## src/rtl/pipeline_pkg.sv

```systemverilog
// Shared fetch pipeline definitions: widths, line geometry, reset PC and fetch states.
package pipeline_pkg;

    localparam int PC_W       = 16;
    localparam int LINE_W     = 64;
    localparam int LINE_BYTES = 8;
    localparam logic [PC_W-1:0] RESET_PC = 16'h0000;

    typedef enum logic [1:0] {
        PARK  = 2'd0,
        FETCH = 2'd1,
        HOLD  = 2'd2
    } fetch_state_t;

    // Clear the within-line byte offset so the address points at a line start.
    function automatic logic [PC_W-1:0] align_line(input logic [PC_W-1:0] addr);
        return addr & ~PC_W'(LINE_BYTES - 1);
    endfunction

endpackage

```

## src/rtl/imem_phase_tracker.sv

```systemverilog
// Mirrors the instruction memory access phase. The memory has no handshake, so this
// counter restarts whenever the fetch address changes and flags data valid (dv) in the
// cycle where the count reaches MEM_LATENCY.
module imem_phase_tracker
    import pipeline_pkg::*;
#(
    parameter int MEM_LATENCY = 5
) (
    input  logic            clk,
    input  logic            rst_n,
    input  logic [PC_W-1:0] addr_cur,
    input  logic [PC_W-1:0] addr_nxt,
    input  logic            restart,
    output logic            dv
);

    localparam int CNT_W = $clog2(MEM_LATENCY + 1);
    localparam logic [CNT_W-1:0] LAT = CNT_W'(MEM_LATENCY);

    logic [CNT_W-1:0] cnt;

    // Count cycles since the address last changed, wrapping to 1 after each valid phase.
    always_ff @(posedge clk) begin
        if (!rst_n) begin
            cnt <= '0;
        end else if (restart || (addr_nxt != addr_cur)) begin
            cnt <= '0;
        end else begin
            cnt <= (cnt == LAT) ? CNT_W'(1) : cnt + 1'b1;
        end
    end

    assign dv = (cnt == LAT);

endmodule

```

## src/rtl/fetch_stage.sv

```systemverilog
// Instruction fetch stage: owns the PC, drives the instruction memory address and
// presents captured lines to decode through a valid/ready IF/ID register.
// Optional performance counters are built when FETCH_PERF_EN is defined.
module fetch_stage
    import pipeline_pkg::*;
#(
    parameter int MEM_LATENCY = 5
) (
    input  logic              clk,
    input  logic              rst_n,
    output logic [PC_W-1:0]   imem_addr,
    input  logic [LINE_W-1:0] imem_ins,
    input  logic              redirect_valid,
    input  logic [PC_W-1:0]   redirect_pc,
    output logic              if_valid,
    input  logic              if_ready,
    output logic [PC_W-1:0]   if_pc,
    output logic [LINE_W-1:0] if_instr,
    output logic [31:0]       perf_lines,
    output logic [31:0]       perf_stalls
);

    fetch_state_t      state, state_nxt;
    logic [PC_W-1:0]   addr_nxt;
    logic              valid_nxt;
    logic [PC_W-1:0]   pc_nxt;
    logic [LINE_W-1:0] instr_nxt;
    logic              capture;
    logic              dv;

    imem_phase_tracker #(
        .MEM_LATENCY (MEM_LATENCY)
    ) u_phase (
        .clk      (clk),
        .rst_n    (rst_n),
        .addr_cur (imem_addr),
        .addr_nxt (addr_nxt),
        .restart  (state == PARK),
        .dv       (dv)
    );

    // Next-state and IF/ID update; redirect wins over capture, and a blocked line is
    // dropped and re-read on the next valid phase of the unchanged address.
    always_comb begin
        state_nxt = state;
        addr_nxt  = imem_addr;
        valid_nxt = if_valid;
        pc_nxt    = if_pc;
        instr_nxt = if_instr;
        capture   = 1'b0;
        case (state)
            PARK: begin
                addr_nxt  = RESET_PC;
                state_nxt = FETCH;
            end
            default: begin
                if (if_valid && if_ready) valid_nxt = 1'b0;
                if (state == HOLD && if_ready) state_nxt = FETCH;
                if (redirect_valid) begin
                    // The held line is flushed, so there is nothing left to wait on.
                    addr_nxt  = align_line(redirect_pc);
                    valid_nxt = 1'b0;
                    state_nxt = FETCH;
                end else if (dv && state == FETCH) begin
                    if (!if_valid || if_ready) begin
                        capture   = 1'b1;
                        instr_nxt = imem_ins;
                        pc_nxt    = imem_addr;
                        valid_nxt = 1'b1;
                        addr_nxt  = imem_addr + PC_W'(LINE_BYTES);
                    end else begin
                        state_nxt = HOLD;
                    end
                end
            end
        endcase
    end

    // State, address and IF/ID registers; reset parks memory on a different line.
    always_ff @(posedge clk) begin
        if (!rst_n) begin
            state     <= PARK;
            imem_addr <= RESET_PC + PC_W'(LINE_BYTES);
            if_valid  <= 1'b0;
            if_pc     <= '0;
            if_instr  <= '0;
        end else begin
            state     <= state_nxt;
            imem_addr <= addr_nxt;
            if_valid  <= valid_nxt;
            if_pc     <= pc_nxt;
            if_instr  <= instr_nxt;
        end
    end

`ifdef FETCH_PERF_EN
    // Saturating counts of captured lines and decode back-pressure cycles.
    always_ff @(posedge clk) begin
        if (!rst_n) begin
            perf_lines  <= '0;
            perf_stalls <= '0;
        end else begin
            if (capture && perf_lines != 32'hFFFF_FFFF) perf_lines <= perf_lines + 1'b1;
            if (if_valid && !if_ready && perf_stalls != 32'hFFFF_FFFF)
                perf_stalls <= perf_stalls + 1'b1;
        end
    end
`else
    assign perf_lines  = 32'd0;
    assign perf_stalls = 32'd0;
`endif

endmodule

```

## config.mk

```make
export PLATFORM = sky130hd
export DESIGN_NAME = fetch_stage
export DESIGN_NICKNAME = d
export VERILOG_FILES = /design/src/rtl/pipeline_pkg.sv /design/src/rtl/imem_phase_tracker.sv /design/src/rtl/fetch_stage.sv
export SDC_FILE = /design/constraint.sdc
export NUM_CORES = 1
export LEC_CHECK = 0
export ABC_AREA = 1
export BUFFER_PORTS_ARGS = -buffer_cell sky130_fd_sc_hd__buf_2
export CORE_MARGIN = 2
export CORE_UTILIZATION = 40
export DETAILED_ROUTE_END_ITERATION = 6
export PLACE_DENSITY = 0.73
export SLEW_MARGIN = 5
export SYNTH_ARGS = -nofsm -noshare
export SYNTH_HDL_FRONTEND = slang
export SYNTH_SLANG_ARGS = --single-unit
```

## constraint.sdc

```tcl
create_clock -name clk -period 3.8 [get_ports clk]
set_clock_uncertainty 0.1 [all_clocks]
set_input_delay 0.76 -clock clk [delete_from_list [all_inputs] [get_ports clk]]
set_output_delay 0.76 -clock clk [all_outputs]
set_load 0.02 [all_outputs]
```

Word-level counts from Yosys, hierarchy flattened:

Cells that the tools add are included.

* bits in registers: 102
* input bits: 84
* output and inout bits: 161

* add/sub/neg operators: 2
* eq/ne operators: 4
* mux-type cells: 14
* bitwise operators: 3
* reductions and logical operators: 11

Operator list (count)
* 16-bit two-way mux: 4
* 16-bit by 4-bit adder with 16-bit output (second input constant): 1
* 16-bit inequality test: 1
* 1-bit two-way mux: 7
* 2-bit two-way mux: 3
* 3-bit OR reduction: 2
* 4-bit AND reduction: 1
* 3-bit by 1-bit adder with 3-bit output (second input constant): 1
* 3-bit == test (second input constant): 1
* 1-bit logical AND: 3
* 1-bit NOT: 3
* 2-bit by 1-bit == test with 1-bit output (second input constant): 1
* 2-bit == test (second input constant): 1
* 2-bit zero test: 1
* 1-bit logical OR: 2
* 2-bit OR reduction: 1
* 1-bit zero test: 1

Depth between registers and ports, before layout:

Gate-level depths: netlist of run 1.

* word-level depth: 9
* mapped depth: 18
* mapped depth without buffers: 18

By module:

Synthesis of run 1 repeated with hierarchy kept, for this count alone.

* cells, all modules: 669
* area total of the unflattened synthesis: 4769.6 µm²

Modules (own cells, without submodules)
* fetch_stage: instances 1, cells an instance 586, area each 4350.4 µm²
* imem_phase_tracker: instances 1, cells an instance 83, area each 419.2 µm²

Worst setup path after synthesis of run 1:

Ideal clock, no wire load.

* path type: input-to-reg
* start: input port if_ready
* end: register u_phase.cnt[1]
* library setup time: 0.064 ns
* arrival: 1.914 ns
* data required time: 3.636 ns
* path slack: 1.722 ns
* stages on the path: 14
* path through: inv_1 -> nand2_1 -> nand3_4 -> inv_2 -> nand3_1 -> nand3_2 -> nand2_2 -> nand2_1 -> nand2_1 -> a21oi_2 -> nand2_1 -> nor2_2 -> nand3_2 -> nor2_1

* longest elaborated chain between the ends: 8

RTL lines
* start, declared: line fetch_stage.sv:16 `input logic if_ready,`
* 1-bit logical OR: line fetch_stage.sv:65 `if (!if_valid || if_ready) begin`
* 16-bit two-way mux: line fetch_stage.sv:65
* 16-bit two-way mux: line fetch_stage.sv:64 `end else if (dv && state == FETCH) begin`
* 16-bit two-way mux: line fetch_stage.sv:59 `if (redirect_valid) begin`
* 16-bit two-way mux: line fetch_stage.sv:51 `case (state)`
* 16-bit inequality test: line imem_phase_tracker.sv:26 `end else if (restart || (addr_nxt != addr_cur)) begin`
* 1-bit logical OR: line imem_phase_tracker.sv:26
* 3-bit OR reduction (no source line)
* end signal, assigned: line imem_phase_tracker.sv:29 `cnt <= (cnt == LAT) ? CNT_W'(1) : cnt + 1'b1;`
* end, declared: line imem_phase_tracker.sv:20 `logic [CNT_W-1:0] cnt;`

No other way between the ends.
A chain may end at the register's enable or synchronous reset.

Worst setup path after layout of run 1:

* start: register u_phase.cnt[0]
* end: register if_pc[10]

* longest elaborated chain between the ends: 3

RTL lines
* 3-bit == test: line imem_phase_tracker.sv:33 `assign dv = (cnt == LAT);`
* 1-bit logical AND: line fetch_stage.sv:64
* 4-bit AND reduction (no source line)
* end signal, assigned: line fetch_stage.sv:91 `if_pc <= pc_nxt;`
* end, declared: line fetch_stage.sv:17 `output logic [PC_W-1:0] if_pc,`

No other way between the ends.

==> impl_metrics.py, run 1 <==
metrics = {
    "cts": {
        "cts_buffer_depth": 2,
        "cts_root_buf": "clkbuf_16",
        "numCtsBuffers": 9,
        "insertion_delay_ns": 0.34,
        "postCtsSetupBuffers": 0,
        "cts.repair.resized": 0,
        "cts.sinks": 102,
        "ctsHoldBuffers": 0,
        "cts-htree-levels": 3,
        "cts_tree": "yes",
        "clkTransAtPathRegs_ns": 0.08,
    },
    "power_and_ir_drop": {
        "power.total_mw": 2.202,
        "p_per_area_mw_per_mm2": 383.5,
        "p_leak_nw": 2.771,
        "peakVddDrop_mv": 0.1956,
    },
    "worst_hold_path": {
        "hold_class": "reg2reg",
    },
    "critical_path": {
        "critPathTopFamily": "buffers and inverters",
        "cp.buffers_inverters": 4,
        "crit_fanout": 33,
        "critPathLaunchType": "flip-flop",
        "cp.required_ns": 3.98,
        "crit_chain": "ha_1 > nand2_1 > inv_1 > nand3_4 > inv_2 > nand2_2 > inv_2 > buf_4 > o21ai_0 > a21oi_1",
        "slowest_stage": "inv_2",
        "crit_top_cell": "inv_2",
        "end_kind": "flip-flop",
        "max_stage_delay_ns": 0.44,
        "critPathArrivalTime_ns": 2.53,
        "critical_path_class": "reg2reg",
    },
    "timing": {
        "setup_viol": 0,
        "final.min_clock_period_ns": 2.353,
        "fin_crit_sh": 0.6191,
        "max_freq_mhz": 425.0,
        "worst-slew-pin-transition_ns": 0.7233,
        "final_max_slew_viol_count": 0,
        "hold_violations": 0,
        "fin_setup_tns_ns": 0,
        "maxSlewHeadroom": 0.5178,
        "rsz0062_at_grt": "false",
    },
    "floorplanning": {
        "io_pins": 245,
        "num_rows": 39,
        "die_x_um": 112.4,
        "die_h_um": 112.4,
        "dieArea_mm2": 0.01263,
        "initial_utilization": 0.4115,
        "core_area_mm2": 0.01142,
    },
    "detailed_routing": {
        "ant_nets": 0,
        "wl_per_cell_um": 12.26,
        "drc_errors": 0,
        "drt_iter0_markers": 298,
        "via_count": 4347,
        "dr.pass1.iters": 5,
        "vias_per_cell": 4.547,
        "postRouteWirelength_um": 11720,
    },
    "layout": {
        "seqCellArea_mm2": 0.002042,
        "area_growth_pct": 22.21,
        "fin_nets": 895,
        "nFillCells": 1177,
        "multiInputGateArea_mm2": 0.002182,
        "drive_above_1_share": 0.2718,
        "antennaDiodeCount": 0,
        "postLayoutCoreUtil": 0.5028,
    },
    "global_route": {
        "grt_overflow": 0,
        "antenna_found_initial": 0,
        "grt_usage": 0.1807,
        "grt_max_degree": 83,
        "grt_pass1_wl_um": 18500,
        "grt_pass1_vias": 3728,
    },
    "synthesis": {
        "syn-instance-count": 644,
        "ys_seq_area_frac": 0.4346,
        "yosys.cell_types.count": 31,
        "yosysWarnings": 0,
        "syn_area_mm2": 0.004698,
        "syn_area_per_cell_um2": 7.295,
        "ys_ff_latch": 102,
    },
    "outcome": {
        "status": "complete, no violations",
    },
    "placement": {
        "gp_congestion": 0.8593,
        "hpwl_um": 8457,
        "portBuffers": 177,
    },
    "flow_run": {
        "drv_cap": 0,
    },
}
[placed cells by master (no fill, tap or decap), types with 2 or more instances in the layout]
master     Yosys  final
a211oi_1       2      2
nand2_2        4      5
nand3_1       29     29
nor2_4         4      4
buf_4         66      5
a21oi_1       17     17
clkbuf_16      0      9
conb_1         1     64
nor3_1         3      3
o21ai_0       86     86
inv_1         24     23
nor2_1       174    174
inv_6          0      4
dfxtp_1      102    102
nand3_2        6      6
buf_2          9    177
o21a_1         9      9
inv_2          2      3
clkinv_1       2      2
ha_1           3      3
nand3b_1       2      2
nand2_1       71     70
nor2_2         2      2
[sequential cells by signal, summed over array words and instances (netlist names)]
| signal | cells |
|---|---|
| state | 2 |
| imem_addr | 16 |
| if_instr | 64 |
| if_pc | 16 |
| if_valid | 1 |
| u_phase.cnt | 3 |
[synthesized netlist by cell type]
| cell | number | area [um2] |
|---|---|---|
| nor2_2 | 2 | 12.51 |
| a31oi_1 | 1 | 6.260 |
| clkbuf_1 | 17 | 63.81 |
| nor2_4 | 4 | 45.04 |
| nor2_1 | 174 | 653.1 |
| xnor2_1 | 1 | 8.760 |
| inv_2 | 2 | 7.510 |
| nand4_1 | 1 | 6.260 |
| and3_1 | 1 | 6.260 |
| nand3b_1 | 2 | 15.01 |
| a211oi_1 | 2 | 15.01 |
| ha_1 | 3 | 37.54 |
| nor3_1 | 3 | 15.01 |
| nand3_4 | 1 | 17.52 |
| o21a_1 | 9 | 67.56 |
| o211ai_1 | 1 | 7.510 |
| dfxtp_1 | 102 | 2042 |
| a21oi_1 | 17 | 85.08 |
| inv_1 | 24 | 90.09 |
| buf_2 | 9 | 45.04 |
| o21ai_0 | 86 | 430.4 |
| buf_4 | 66 | 495.5 |
| conb_1 | 1 | 3.750 |
| clkinv_1 | 2 | 7.510 |
| buf_1 | 1 | 3.750 |
| nand3_1 | 29 | 145.1 |
| nand3_2 | 6 | 60.06 |
| a21oi_2 | 1 | 8.760 |
| o21ai_1 | 1 | 5.000 |
| nand2_2 | 4 | 25.02 |
| nand2_1 | 71 | 266.5 |
[final timing paths]
| check | slack, ns | startpoint | cells past startpoint | to |
|---|---|---|---|---|
| worst max-delay path | 1.45 | u_phase.cnt[0]$_SDFF_PP0_ | 10 | if_pc[10]$_SDFFE_PN0P_ |
| worst min-delay path | 0.38 | if_instr[17]$_SDFFE_PN0P_ | 2 | if_instr[17]$_SDFFE_PN0P_ |
| worst max register to register | 1.45 | u_phase.cnt[0]$_SDFF_PP0_ | 10 | if_pc[10]$_SDFFE_PN0P_ |
| worst min register to register | 0.38 | if_instr[17]$_SDFFE_PN0P_ | 2 | if_instr[17]$_SDFFE_PN0P_ |
[worst min-delay path: stages, from the launching register on]
cell     delay, ns
dfxtp_1       0.32
nor2_1        0.04
nor2_1        0.08
[where the power goes]
part,internal [mW],switching (mW),leakage (nW)
Sequential,1.07,0.0117,0.823
Combinational,0.0683,0.151,1.80
Clock,0.460,0.436,0.144
Total,1.60,0.599,2.77
[through the flow]
| stage | instances | cell area [um2] | hold WS [ns] | setup slack [ns] |
|---|---|---|---|---|
| finish | 956 | 5742 | 0.3775 | 1.447 |
| global route | 956 | 5742 | 0.4031 | 1.170 |
| CTS | 956 | 5742 | 0.3837 | 1.408 |
| detailed placement | 940 | 5451 | 0.3659 | 1.060 |
| global placement | 940 | 5451 | 0.3567 | 1.110 |
| floorplan | 707 | 4935 | 0.3984 | 1.722 |
[routing by layer]
| metal | track usage | share of wire |
|---|---|---|
| met3 | 0.03942 | 0.067 |
| met5 | 0 | 0 |
| met1 | 0.2413 | 0.46 |
| met2 | 0.2948 | 0.47 |
| met4 | 0.05366 | 0.013 |
[logic make-up after synthesis]
kind of cell	Yosys count	synth area share
AOI/OAI and AO/OA	118	0.1332
xor gates and xnor gates	1	0.001865
adders and majority gates	3	0.007990
buffers and inverters	121	0.1518
DFF	102	0.4346
other	1	0.0007982
and+or+nand+nor	298	0.2698
[layout make-up]
type,instances,share of cell area
clock buffer,9,0.03922
clock inverter,7,0.01133
inverter,28,0.01830
multi-input combinational,484,0.3800
sequential,102,0.3556
tap,143,0.03116
timing repair buffer,183,0.1643
No activity file was read; power rests on OpenSTA's default activity.
==> run 2: changes to the inputs <==
--- a/config.mk
+++ b/config.mk
@@ -5,7 +5,7 @@
 export SDC_FILE = /design/constraint.sdc
 export NUM_CORES = 1
 export LEC_CHECK = 0
-export ABC_AREA = 1
+export ABC_AREA = 0
 export BUFFER_PORTS_ARGS = -buffer_cell sky130_fd_sc_hd__buf_2
 export CORE_MARGIN = 2
 export CORE_UTILIZATION = 40
==> constraint.sdc (replaced) <==
create_clock -name clk -period 2.2 [get_ports clk]
set_clock_uncertainty 0.1 [all_clocks]
set_input_delay 0.44 -clock clk [delete_from_list [all_inputs] [get_ports clk]]
set_output_delay 0.44 -clock clk [all_outputs]
set_load 0.02 [all_outputs]
==> run 2 against run 1 <==
Net effect: via count shrank 3.7%; worst setup slack worse by 1.2 ns; worst hold slack worse by 0.15 ns; area after synthesis increased by 2.6%.
==> impl_metrics.py, run 2 <==
metrics = {
    "detailed_routing": {
        "drt_iter0_markers": 255,
        "ant_nets": 0,
        "drc_errors": 0,
        "via_count": 4184,
        "vias_per_cell": 4.649,
        "dr.pass1.iters": 4,
        "wl_per_cell_um": 12.77,
        "postRouteWirelength_um": 11490,
    },
    "synthesis": {
        "yosysWarnings": 0,
        "async_reset_ff_frac": 0,
        "synth_ff_type": "dfxtp_1",
        "yosysTopAreaCellShare": 0.4235,
        "syn_area_mm2": 0.004822,
        "ys_seq_area_frac": 0.4235,
        "ys_ff_latch": 102,
        "syn_area_per_cell_um2": 8.328,
        "yosys.cell_types.count": 44,
        "synth.largest_area_cell": "dfxtp_1",
        "post-synth-top-count-cell": "nand2_1",
        "syn-instance-count": 579,
        "synth_area_leaders": "dfxtp_1 (42%), nand2_1 (14%), buf_4 (10%)",
        "synth-edff-count": 0,
        "synth_commonest_cells": "nand2_1 (175), dfxtp_1 (102), buf_4 (67)",
    },
    "floorplanning": {
        "die_h_um": 113.8,
        "die_x_um": 113.8,
        "io_pins": 245,
        "num_rows": 40,
        "dieArea_mm2": 0.01295,
        "initial_utilization": 0.4048,
        "core_area_mm2": 0.01191,
    },
    "power_and_ir_drop": {
        "p_leak_nw": 2.654,
        "p_per_area_mw_per_mm2": 626.5,
        "peakVddDrop_mv": 0.3538,
    },
    "cts": {
        "clkTransAtPathRegs_ns": 0.07,
        "cts_tree": "yes",
        "cts-htree-levels": 3,
        "postCtsSetupBuffers": 0,
        "numCtsBuffers": 9,
        "cts_root_buf": "clkbuf_16",
        "insertion_delay_ns": 0.35,
        "cts.sinks": 102,
        "ctsHoldBuffers": 0,
        "cts_buffer_depth": 2,
        "cts.repair.resized": 0,
    },
    "timing": {
        "final.min_clock_period_ns": 1.958,
        "setup_viol": 0,
        "fin_crit_sh": 0.8899,
        "hold_violations": 0,
        "max_freq_mhz": 510.8,
        "holdWs_ns": 0.2251,
        "final_max_slew_viol_count": 0,
        "rsz0062_at_grt": "false",
        "fin_setup_tns_ns": 0,
        "worst_slack_ns": 0.2422,
    },
    "critical_path": {
        "crit_fanout": 10,
        "slowest_stage": "nor4_4",
        "critPathLaunchType": "flip-flop",
        "cp.required_ns": 2.37,
        "cp.buffers_inverters": 0,
        "crit_chain": "ha_1 > nand4b_4 > nor4_4 > nand3_2 > xor2_1 > a211oi_2",
        "critPathTopFamily": "simple AND/OR/NAND/NOR gates",
        "end_kind": "flip-flop",
        "max_stage_delay_ns": 0.44,
        "critPathArrivalTime_ns": 2.13,
        "critical_path_class": "reg2reg",
    },
    "placement": {
        "preCtsSetupSlack_ns": 0.2246,
        "portBuffers": 177,
        "gp_congestion": 0.8777,
        "hpwl_um": 8166,
    },
    "outcome": {
        "status": "complete, no violations",
    },
    "layout": {
        "antennaDiodeCount": 0,
        "fin_nets": 835,
        "reg_top3": "if_instr (64), if_pc (16), imem_addr (16)",
        "drive_above_1_share": 0.2895,
        "final_common_cell": "buf_2",
        "nFillCells": 1214,
        "final_cell_mix": "buf_2 (177), nand2_1 (175), dfxtp_1 (102)",
        "largest_register_ffs": 64,
        "regMostFlops": "if_instr",
        "area_growth_pct": 22.31,
    },
    "global_route": {
        "grt_pass1_wl_um": 17860,
        "grt_pass1_vias": 3729,
        "grt_usage": 0.1730,
        "grt_overflow": 0,
        "grt_max_degree": 84,
        "antenna_found_initial": 0,
    },
    "flow_run": {
        "drv_cap": 0,
    },
    "worst_hold_path": {
        "hold_class": "in2reg",
    },
}
run 2: cell count changes in the layout (fill, tap and decap cells not counted), sizes merged, moves of 10 or more:
| cell | before | now |
|---|---|---|
| inv | 30 | 14 |
| buf | 183 | 193 |
| o21ai | 87 | 7 |
| nand2 | 75 | 176 |
| a21oi | 18 | 7 |
| a21boi | 0 | 82 |
| nand3 | 36 | 6 |
| nor2 | 180 | 13 |
run 2: stage by stage:
stage	power, mW	cell area [um2]	utilization	instances
after floorplan	2.213	5059	-	642
after global placement	2.249	5624	0.4722	884
after detailed placement	2.248	5624	0.4722	884
after CTS	3.754	5898	0.4952	900
after global routing	3.848	5898	0.4952	900
final	3.695	5898	0.4952	900
run 2: layer usage:
| metal | GRT usage | share of wire | vias to the layer above |
|---|---|---|---|
| met2 | 0.2902 | 0.47 | 179 |
| met4 | 0.07561 | 0.020 | 0 |
| li1 | - | - | 2109 |
| met5 | 0 | 0 | - |
| met1 | 0.2095 | 0.42 | 1880 |
| met3 | 0.04570 | 0.086 | 16 |
run 2: where the power goes:
group	switching (mW)	leakage (nW)	total (mW)	internal (mW)
Clock	0.717	0.136	1.49	0.769
Combinational	0.216	1.70	0.334	0.118
Sequential	0.0183	0.823	1.88	1.86
Total	0.952	2.65	3.70	2.74
run 2: area by class of cell:
cell class	count	area, um2	area share
tap	147	183.9	0.03118
multi-input combinational	429	2293	0.3888
sequential	102	2042	0.3462
clock buffer	9	225.2	0.03818
inverter	13	48.80	0.008273
clock inverter	7	48.80	0.008273
timing repair buffer	193	1056	0.1790
run 2: path summary, 6_finish.rpt:
| check | from | to | slack, ns | cells after the start |
|---|---|---|---|---|
| min | imem_ins[44] | if_instr[44]$_SDFFE_PN0P_ | 0.23 | 3 |
| max | u_phase.cnt[0]$_SDFF_PP0_ | imem_addr[14]$_SDFF_PN0_ | 0.24 | 6 |
| min reg2reg | if_instr[38]$_SDFFE_PN0P_ | if_instr[38]$_SDFFE_PN0P_ | 0.35 | 2 |
| max reg2reg | u_phase.cnt[0]$_SDFF_PP0_ | imem_addr[14]$_SDFF_PN0_ | 0.24 | 6 |
run 2: kinds of logic after synthesis:
group,count (synthesis),share of synthesized area
compound gates,119,0.1814
other cells,1,0.0007777
xor+xnor,13,0.02361
fa+ha+maj,3,0.007785
simple gates,229,0.2110
flops,102,0.4235
buf+inv,111,0.1500
mux,1,0.002076
run 2: worst reg2reg max path: cells and delay by family (launching register included):
family	cells	cell delay, ns
AND/OR/NAND/NOR	3	0.81
flip-flops	1	0.36
adder cells (fa/ha/maj)	1	0.23
AO/OA/AOI/OAI	1	0.21
XOR/XNOR	1	0.17
